File: src/rtl/tpu_layer_sequencer.sv
// Layer sequencer for the TPU datapath: load weights, switch the array, then
// stream bias and inputs from the unified buffer and wait out the pipeline drain.
module tpu_layer_sequencer #(
  parameter int N            = 2,
  parameter int DRAIN_CYCLES = 6
) (
  input  logic        clk,
  input  logic        rst,
  input  logic        cmd_valid,
  output logic        cmd_ready,
  input  logic [15:0] cmd_w_addr,
  input  logic [15:0] cmd_x_addr,
  input  logic [15:0] cmd_b_addr,
  input  logic [15:0] cmd_rows,
  input  logic [15:0] cmd_cols,
  input  logic [3:0]  cmd_pathway,
  input  logic        abort,
  output logic        ub_rd_start_out,
  output logic [8:0]  ub_ptr_select_out,
  output logic [15:0] ub_rd_addr_out,
  output logic [15:0] ub_rd_count_out,
  output logic        sys_switch_out,
  output logic [3:0]  vpu_data_pathway_out,
  output logic        busy,
  output logic        done,
  output logic        err
);

  if (N < 1) begin : g_n_check
    $error("tpu_layer_sequencer: N must be at least 1");
  end

  typedef enum logic [2:0] {
    IDLE, W_ISSUE, W_WAIT, SWITCH, B_ISSUE, X_ISSUE, X_WAIT, DONE
  } state_t;

  state_t state, next_state;

  logic [15:0] x_addr, b_addr, rows, cols;
  logic [3:0]  pathway;
  logic [15:0] w_cnt;
  logic [16:0] x_cnt;

  logic        n_start, n_switch, n_busy, n_done, n_err;
  logic [8:0]  n_ptr;
  logic [15:0] n_addr, n_count;
  logic [3:0]  n_path;

  assign cmd_ready = (state == IDLE);

  always_comb begin
    next_state = state;
    case (state)
      IDLE:    if (cmd_valid)
                 next_state = (cmd_rows == 16'd0 || cmd_cols == 16'd0) ? DONE : W_ISSUE;
      W_ISSUE: next_state = W_WAIT;
      W_WAIT:  if (w_cnt == 16'd1) next_state = SWITCH;
      SWITCH:  next_state = B_ISSUE;
      B_ISSUE: next_state = X_ISSUE;
      X_ISSUE: next_state = X_WAIT;
      X_WAIT:  if (x_cnt == 17'd1) next_state = DONE;
      DONE:    next_state = IDLE;
      default: next_state = IDLE;
    endcase
    if (state != IDLE && abort) next_state = IDLE;
  end

  // Outputs are registered, so they are decoded from the state being entered.
  // W_ISSUE is only entered from IDLE, so it takes the command fields directly.
  always_comb begin
    n_start  = 1'b0;
    n_ptr    = 9'd0;
    n_addr   = 16'd0;
    n_count  = 16'd0;
    n_switch = 1'b0;
    n_done   = 1'b0;
    n_err    = 1'b0;
    n_busy   = (next_state != IDLE);
    n_path   = 4'd0;
    if (next_state != IDLE) n_path = (state == IDLE) ? cmd_pathway : pathway;
    case (next_state)
      W_ISSUE: begin
        n_start = 1'b1; n_ptr = 9'd1; n_addr = cmd_w_addr; n_count = cmd_cols;
      end
      SWITCH:  n_switch = 1'b1;
      B_ISSUE: begin
        n_start = 1'b1; n_ptr = 9'd2; n_addr = b_addr; n_count = rows;
      end
      X_ISSUE: begin
        n_start = 1'b1; n_ptr = 9'd0; n_addr = x_addr; n_count = rows;
      end
      DONE: begin
        n_done = 1'b1;
        n_err  = (state == IDLE);
      end
      default: ;
    endcase
  end

  always_ff @(posedge clk or negedge rst) begin
    if (!rst) begin
      state                <= IDLE;
      x_addr               <= 16'd0;
      b_addr               <= 16'd0;
      rows                 <= 16'd0;
      cols                 <= 16'd0;
      pathway              <= 4'd0;
      w_cnt                <= 16'd0;
      x_cnt                <= 17'd0;
      ub_rd_start_out      <= 1'b0;
      ub_ptr_select_out    <= 9'd0;
      ub_rd_addr_out       <= 16'd0;
      ub_rd_count_out      <= 16'd0;
      sys_switch_out       <= 1'b0;
      vpu_data_pathway_out <= 4'd0;
      busy                 <= 1'b0;
      done                 <= 1'b0;
      err                  <= 1'b0;
    end else begin
      state <= next_state;
      if (state == IDLE && cmd_valid) begin
        x_addr  <= cmd_x_addr;
        b_addr  <= cmd_b_addr;
        rows    <= cmd_rows;
        cols    <= cmd_cols;
        pathway <= cmd_pathway;
      end
      if (state == W_ISSUE)     w_cnt <= cols;
      else if (state == W_WAIT) w_cnt <= w_cnt - 16'd1;
      // 17 bits so rows=0xFFFF plus the drain does not wrap.
      if (state == X_ISSUE)     x_cnt <= {1'b0, rows} + 17'(DRAIN_CYCLES);
      else if (state == X_WAIT) x_cnt <= x_cnt - 17'd1;
      ub_rd_start_out      <= n_start;
      ub_ptr_select_out    <= n_ptr;
      ub_rd_addr_out       <= n_addr;
      ub_rd_count_out      <= n_count;
      sys_switch_out       <= n_switch;
      vpu_data_pathway_out <= n_path;
      busy                 <= n_busy;
      done                 <= n_done;
      err                  <= n_err;
    end
  end

endmodule

File: config.mk
export PLATFORM = sky130hd
export DESIGN_NAME = tpu_layer_sequencer
export DESIGN_NICKNAME = d
export VERILOG_FILES = /design/src/rtl/tpu_layer_sequencer.sv
export SDC_FILE = /design/constraint.sdc
export NUM_CORES = 1
export LEC_CHECK = 0
export ABC_CLOCK_PERIOD_IN_PS = 4700
export BUFFER_PORTS_ARGS = -buffer_cell sky130_fd_sc_hd__buf_2
export CORE_ASPECT_RATIO = 1.25
export CORE_MARGIN = 2
export CORE_UTILIZATION = 55
export DETAILED_ROUTE_END_ITERATION = 6
export PLACE_DENSITY = 0.79
export SYNTH_ARGS = -nofsm -noshare
export SYNTH_HDL_FRONTEND = slang
export SYNTH_SLANG_ARGS = --single-unit
File: constraint.sdc
create_clock -name clk -period 4.7 [get_ports clk]
set_input_delay 0.94 -clock clk [delete_from_list [all_inputs] [get_ports clk]]
set_output_delay 0.94 -clock clk [all_outputs]
set_load 0.05 [all_outputs]
### Word level (Yosys, flattened, before mapping)

Index checks and enable logic that the tools add are counted.

* $add $sub $neg: 3
* multipliers: 0
* divide/modulo/power cells: 0
* magnitude comparators: 0
* equality and inequality tests: 14
* shifts and indexed selects: 0
* muxes and demuxes: 19
* bitwise operators: 0
* reductions and logical operators: 12

Operator list (count)
* 16-bit one-hot mux with 3 select lines: 1
* 17-bit 2-to-1 mux: 2
* 16-bit logical NOT: 2
* 16-bit 2-to-1 mux: 2
* 16-bit one-hot mux with 2 select lines: 1
* 3-bit one-hot mux with 8 select lines: 1
* 3-bit equality test (second input constant): 7
* 16-bit by 3-bit adder with 17-bit output (second input constant): 1
* 17-bit by 1-bit equality test with 1-bit output (second input constant): 1
* 17-bit by 1-bit subtractor with 17-bit output (second input constant): 1
* 16-bit by 1-bit equality test with 1-bit output (second input constant): 1
* 16-bit by 1-bit subtractor with 16-bit output (second input constant): 1
* 3-bit 2-to-1 mux: 5
* 3-bit by 2-bit equality test with 1-bit output (second input constant): 3
* 4-bit 2-to-1 mux: 2
* 3-bit by 1-bit equality test with 1-bit output (second input constant): 2
* 3-bit nonzero test: 2
* 1-bit 2-to-1 mux: 4
* 2-bit one-hot mux with 2 select lines: 1
* 2-bit nonzero test: 2
* 3-bit logical NOT: 1
* 3-bit OR reduction: 1
* 1-bit logical AND: 2
* 2-bit OR reduction: 1
* 1-bit logical OR: 1

* register bits: 154
* latch bits: 0
* memory bits (writable): 0
* ROM bits: 0
* bits of input ports: 88
* output and inout port bits: 51
* logic and storage cells: 65
* memories kept: 0

### Depth between registers and ports, before layout

Gate-level depths: netlist of the first run.

* depth after elaboration: 9
* depth in mapped cells: 12
* mapped depth without buffers: 10

### Worst setup path after synthesis of the first run

OpenSTA, ideal clock, no wires.

* path kind: input to register
* from: input cmd_cols[3]
* to: register ub_rd_addr_out[10]
* library setup time: 0.073 ns
* data arrival time: 2.242 ns
* data required time: 4.627 ns
* path slack: 2.385 ns
* stages: 8
* path buffers: 1
* path through: nor4_1 nand4_1 nand3_1 nand2_1 inv_2 clkbuf_1 nand3_1 a21oi_2

* cells in the longest elaborated chain, start to end: 8
* elaborated cells on any way between the ends: 10
* classes of those cells: 3 x eq/ne; 5 x mux; 2 x reduce/logical

RTL lines
* start, declared: RTL line 15 `input logic [15:0] cmd_cols,`
* 16-bit logical NOT *: RTL line 55 `next_state = (cmd_rows == 16'd0 || cmd_cols == 16'd0) ? DONE : W_ISSUE;`
* 1-bit logical OR *: RTL line 55
* 3-bit 2-to-1 mux *: RTL line 55
* 3-bit 2-to-1 mux *: RTL line 54 `IDLE: if (cmd_valid)`
* 3-bit one-hot mux with 8 select lines *: RTL line 53 `case (state)`
* 3-bit 2-to-1 mux *: RTL line 65 `if (state != IDLE && abort) next_state = IDLE;`
* 3-bit equality test or 3-bit by 1-bit equality test with 1-bit output (tied branches): RTL line 81 `case (next_state)`
* 16-bit one-hot mux with 3 select lines *: RTL line 81
* named net n_addr[10]: RTL line 46 `logic [15:0] n_addr, n_count;`
* end signal, assigned: RTL line 135 `ub_rd_addr_out <= n_addr;`
* end, declared: RTL line 20 `output logic [15:0] ub_rd_addr_out,`

Mark *: on every way through the listed nets, which the timed path passes. The rest lies on a longest branch.
A chain may end at the register's enable or synchronous reset.

### Worst setup path in the final report of the first run

* from: register state[0]
* to: register ub_rd_addr_out[3]

* cells in the longest elaborated chain, start to end: 5
* elaborated cells on any way between the ends: 19
* classes of those cells: 10 x eq/ne; 6 x mux; 3 x reduce/logical

RTL lines
* start, declared: RTL line 37 `state_t state, next_state;`
* start signal, assigned: RTL line 120 `state <= next_state;`
* 3-bit equality test, or another cell as far along: RTL line 53
* 3-bit one-hot mux with 8 select lines or 1-bit logical AND (tied branches): RTL line 53, 65
* 3-bit 2-to-1 mux *: RTL line 65
* 3-bit equality test or 3-bit by 1-bit equality test with 1-bit output (tied branches): RTL line 81
* 16-bit one-hot mux with 3 select lines *: RTL line 81
* named net n_addr[3]: RTL line 46

Marked as above.

==> results.cfg, run 1 <==
[status]
status = finished clean

[floorplanning]
die_x_um = 107
pin_count = 139
dieArea_um2 = 14200
start_util = 0.569
num_rows = 46
die_h_um = 133
core_area_um2 = 12800

[yosys]
synthTopCellsByArea = dfrtp_1 51%, mux2_2 11%, a21oi_1 3.4%, nand3_1 3.2%, nand2_1 2.9%
synth-seq-area-share = 0.506
synth_ff_type = dfrtp_1
synth_common_cells = 147 x dfrtp_1, 68 x mux2_2, 56 x nand2_1
synth_edf_count = 0
synth_async_sr_flop_share = 1.00
syn_area_per_cell_um2 = 10.5
synth_top_area_cell = dfrtp_1
ys_ff_latch = 147
synth_cell_type_count = 68
yosysMostFrequentCell = dfrtp_1
syn_area_um2 = 7270
yosys_warnings = 0
synthCells = 690
synth_top_area_share = 0.506

[worst_setup_path]
arrival_ns = 3.79
cp_slowest_cell = o211a_1
cp-start-kind = flip-flop
worstPathRequired_ns = 5.03
rr_worst_depth = 9
r2r_setup_slack_ns = 1.24
path_cells = inv_1 -> ha_1 -> nor2_1 -> a31oi_1 -> o211a_1 -> nand2_1 -> inv_2 -> nand3_1 -> a21oi_1
cp_slowest_stage_delay_ns = 0.68
worst_r2r_startpoint = state[0]
worstReg2RegEnd = ub_rd_addr_out[3]
cp_max_fo = 35
cp-end-kind = flip-flop
path_class = reg2reg

[finish]
final_area_um2 = 8560
antennaDiodeCount = 0
fin_nets = 904
area_growth_pct = 17.8
drive_above_1_share = 0.321
fillers = 1030

[power_and_ir_drop]
power_frac_clock = 0.205
p_seq_frac = 0.352
ir_drop_v = 0.000499
p_sw_w = 0.00286
switching_share = 0.432
leakage_nw = 3.89
comb_power_share = 0.444
p_int_w = 0.00376
power_density_nw_per_um2 = 774

[timing]
setup_violations = 0
rsz0062_at_grt = no
fin_crit_ns = 3.46
tns_ns = 0
hold_violations = 0
worst_slew_pin_slew_ns = 1.02
maxSlewHeadroom = 0.323
fmax_ghz = 0.289
clock_skew_ns = 0.00889
post-route-period-util = 0.737
drv_slew = 0

[routing]
met1_length_um = 7000
wl_met2_um = 9430
drcViolationCount = 0
drtAntennaViolNets = 0
wire_per_inst_um = 18.7
totalWireLength_um = 18400
drtIter0Drc = 443
dr.pass1.iters = 5
route.met3.wl_um = 1390
vias = 5906
avgViaCountPerCell = 5.98
highest_layer = met4

[global_route]
antenna_found_initial = 0
gr-total-overflow = 0
grt_pass1_vias = 5937
grt_pass1_wl_um = 29400
grt_max_degree = 115
grt.total_usage = 0.265

[hold_path]
min-delay-start = x_addr[15]
holdPathEnd = x_addr[15]
hold_path_class = reg2reg
hold_path_depth = 1

[clock_network]
cts_resized = 0
clock_latency_ns = 0.42
clock_path_buffers = 2
root_buffer = clkbuf_16
h-tree-depth = 4
cts_buffers = 17
cts_tree = built
path_clk_slew_ns = 0.06
cts_setup_buffers = 0
postCtsHoldBufs = 0
cts_sinks = 147

[place]
hpwl_um = 13000
gp_congestion = 0.911
io_buffers = 131
placed_cell_area_um2 = 7970

[job]
drv_cap = 0
-- logic make-up after synthesis --
family / share of synthesized area
AND/OR/NAND/NOR: 0.153
AO/OA/AOI/OAI: 0.145
flip-flops: 0.506
buffers and inverters: 0.0480
multiplexers: 0.107
XOR/XNOR: 0.0253
adder cells (fa/ha/maj): 0.0155
other: 0.000516
-- stage by stage --
step,utilization,setup WS [ns],std cells,total power [W],hold slack (ns)
floorplan,-,2.38,696,0.00456,0.444
global placement,0.623,1.61,956,0.00510,0.475
detailed placement,0.623,1.43,956,0.00522,0.486
CTS,0.670,1.35,988,0.00662,0.499
global route,0.670,0.936,988,0.00700,0.511
finish,0.670,1.24,988,0.00663,0.498
-- metal layers --
| layer | vias to the layer above | GRT usage |
|---|---|---|
| li1 | 2699 | - |
| met1 | 2890 | 0.319 |
| met2 | 274 | 0.444 |
| met3 | 43 | 0.0749 |
| met4 | 0 | 0.115 |
| met5 | - | 0 |
-- worst max-delay path by stage --
| stage | startpoint | to | slack (ns) |
|---|---|---|---|
| global placement | state[0] | ub_rd_addr_out[1] | 1.61 |
| finish | state[0] | ub_rd_addr_out[3] | 1.24 |
| floorplan | cmd_cols[3] | ub_rd_addr_out[10] | 2.38 |
| global route | state[0] | ub_rd_addr_out[3] | 0.94 |
| detailed placement | state[0] | ub_rd_addr_out[15] | 1.43 |
| CTS | state[0] | ub_rd_addr_out[3] | 1.35 |
-- critical path: cells and delay by family (launching register included) --
kind                       cells  cell delay, ns
adders and majority gates      1            0.60
and+or+nand+nor                3            0.58
AOI/OAI and AO/OA              3            1.14
buffers and inverters          2            0.62
DFF                            1            0.43
-- cell usage in the layout (no fill, tap or decap), types with 9 or more instances in the layout --
cell type	netlist	layout
nand2_1	56	55
inv_1	19	19
mux2_2	68	68
nand3_1	46	46
buf_4	11	9
xor2_1	9	9
ha_1	9	9
nor3_1	13	13
nor2_1	32	32
nor4_1	17	17
and3_1	20	20
dfrtp_1	147	147
a21boi_0	16	16
clkbuf_16	0	17
o21ai_0	32	32
xnor2_1	12	12
buf_2	9	130
a21oi_1	50	50
-- cell type report --
cell class	count	area [um^2]	area share
clock inverter	12	158	0.0184
multi-input combinational	479	3260	0.381
timing repair buffer	140	729	0.0852
inverter	22	85.1	0.00994
tap	168	210	0.0246
sequential	147	3680	0.430
clock buffer	20	437	0.0510
-- state kept, by name (all words and copies together), names as in the netlist, 16 cells and up --
register,flops
b_addr,16
cols,16
rows,16
ub_rd_addr_out,16
ub_rd_count_out,16
w_cnt,16
x_addr,16
x_cnt,17
-- power by group through the flow --
stage	combinational, W	clock (W)	sequential (W)
finish	0.00294	0.00136	0.00233
global route	0.00319	0.00142	0.00239
CTS	0.00293	0.00137	0.00232
detailed placement	0.00290	0	0.00232
global placement	0.00279	0	0.00231
floorplan	0.00196	0	0.00260
No activity file was read; power rests on OpenSTA's default activity.
==> run 2, diff against run 1 <==
- ABC_CLOCK_PERIOD_IN_PS: 4700 -> 2840
- CORE_UTILIZATION: 55 -> 50
- PLACE_DENSITY: 0.79 -> 0.76
- clock period: 4.7 -> 2.84 ns (I/O delays scaled with it)
==> run 2 against run 1 <==
  * The run now ends with DRC left
  * Core utilization decreased by 5.7 points
  * Sequential cell count did not move
  * Global-route usage fell by 2.6 points
  * Total power rose by 70%
  * Critical path depth did not move
  * Clock skew decreased by 0.00089 ns
  * Count of clock-buffer cells in the layout is 3 higher
  * Critical path type unchanged
  * Largest power group unchanged
  * Highest routed layer unchanged
==> results.cfg, run 2 (synthesis gave the netlist of run 1 again) <==
[clock_network]
clock_path_buffers = 2
cts_buffers = 17
cts_tree = built
clock_latency_ns = 0.42
cts_setup_buffers = 0
cts_resized = 0
root_buffer = clkbuf_16
h-tree-depth = 4
cts_sinks = 147
path_clk_slew_ns = 0.06
postCtsHoldBufs = 0

[power_and_ir_drop]
power_density_nw_per_um2 = 1280
leakage_nw = 4.00
ir_drop_v = 0.000651

[place]
dp.cells = 979
gp_congestion = 0.852
io_buffers = 131
placed_cell_area_um2 = 8110
hpwl_um = 13100

[timing]
fmax_ghz = 0.389
rsz0062_at_grt = no
fin_crit_ns = 2.57
worst_slew_pin_slew_ns = 0.740
drv_slew = 0
setup_violations = 0
post-route-period-util = 0.905
clock_skew_ns = 0.00800
hold_violations = 0
maxSlewHeadroom = 0.502
tns_ns = 0

[finish]
most-common-layout-cells = 147 x dfrtp_1, 130 x buf_2, 68 x mux2_2
area_growth_pct = 20.5
fin_nets = 917
layout_commonest_cell = dfrtp_1
largest_register_ffs = 17
fillers = 1198
drive_above_1_share = 0.333
largest-register = x_cnt
final_area_um2 = 8750
antennaDiodeCount = 0
stdcell_count = 1011

[global_route]
grt.total_usage = 0.239
grt_pass1_wl_um = 29200
grt_max_degree = 65
antenna_found_initial = 0
gr-total-overflow = 0
grt_pass1_vias = 5657

[routing]
drtIter0Drc = 336
totalWireLength_um = 18100
drcViolationCount = 1
wire_per_inst_um = 17.9
dr.pass1.iters = 7
vias = 5774
avgViaCountPerCell = 5.71
drtAntennaViolNets = 0

[worst_setup_path]
cp-end-kind = flip-flop
rr_worst_depth = 9
path_class = reg2reg
worst_r2r_startpoint = state[0]
cp_max_fo = 34
worstReg2RegEnd = ub_rd_addr_out[4]
arrival_ns = 2.91
r2r_setup_slack_ns = 0.27
cp-start-kind = flip-flop
worstPathRequired_ns = 3.18

[floorplanning]
die_x_um = 112
start_util = 0.509
die_h_um = 139
num_rows = 49
dieArea_um2 = 15500
pin_count = 139
core_area_um2 = 14300

[job]
drv_cap = 0

[status]
violations = DRC
status = finished with violations

[hold_path]
hold_path_class = in2async
## run 2: changes by cell type in the layout (fill, tap and decap cells not counted)
cell	before	now
buf_12	0	3
clkinvlp_4	3	2
clkbuf_8	0	4
clkinv_2	2	3
inv_6	1	0
buf_4	9	19
bufinv_16	3	4
clkbuf_1	3	2
clkinv_4	3	0
## run 2: worst max path at each step
| stage | cells after the start | slack [ns] | from | to |
|---|---|---|---|---|
| floorplan | 11 | 0.57 | state[0] | vpu_data_pathway_out[0] |
| global placement | 10 | 0.42 | state[0] | ub_rd_addr_out[2] |
| detailed placement | 10 | 0.32 | state[0] | vpu_data_pathway_out[3] |
| CTS | 10 | 0.31 | state[0] | vpu_data_pathway_out[2] |
| global route | 9 | 0.06 | state[0] | ub_rd_count_out[10] |
| finish | 9 | 0.27 | state[0] | ub_rd_addr_out[4] |
## run 2: power by group
part,internal [W],switching [W]
Clock,0.00156,0.000843
Combinational,0.00191,0.00311
Sequential,0.00307,0.000745
## run 2: layer usage
metal	vias to the layer above	global-route usage	share of wire
met4	0	0.0994	0.029
li1	2724	-	-
met5	-	0	0
met3	41	0.0642	0.065
met1	2816	0.295	0.41
met2	193	0.398	0.50
## run 2: area by class of cell
type / count / area, um^2 / area share
Tap cell: 178 / 223 / 0.0254
Timing Repair Buffer: 153 / 865 / 0.0988
Clock buffer: 23 / 488 / 0.0558
Clock inverter: 9 / 150 / 0.0172
Sequential cell: 147 / 3680 / 0.420
Inverter: 22 / 85.1 / 0.00972
Multi-Input combinational cell: 479 / 3260 / 0.373
## run 2: worst max-delay path: stages, from the launching register on
cell and delay, ns:
dfrtp_1 0.42, inv_1 0.10, ha_1 0.18, nor4b_1 0.43
nand4b_1 0.21, o311ai_1 0.33, a211oi_2 0.12, inv_4 0.31
o21ai_0 0.22, a21oi_1 0.17
## run 2: metrics by stage
step	worst slack (ns)	hold slack (ns)	total power (W)	utilization
floorplan	0.568	0.272	0.00755	-
global placement	0.417	0.462	0.00870	0.568
detailed placement	0.322	0.470	0.00883	0.568
CTS	0.311	0.150	0.0113	0.613
global route	0.0590	0.185	0.0119	0.613
finish	0.270	0.132	0.0112	0.613
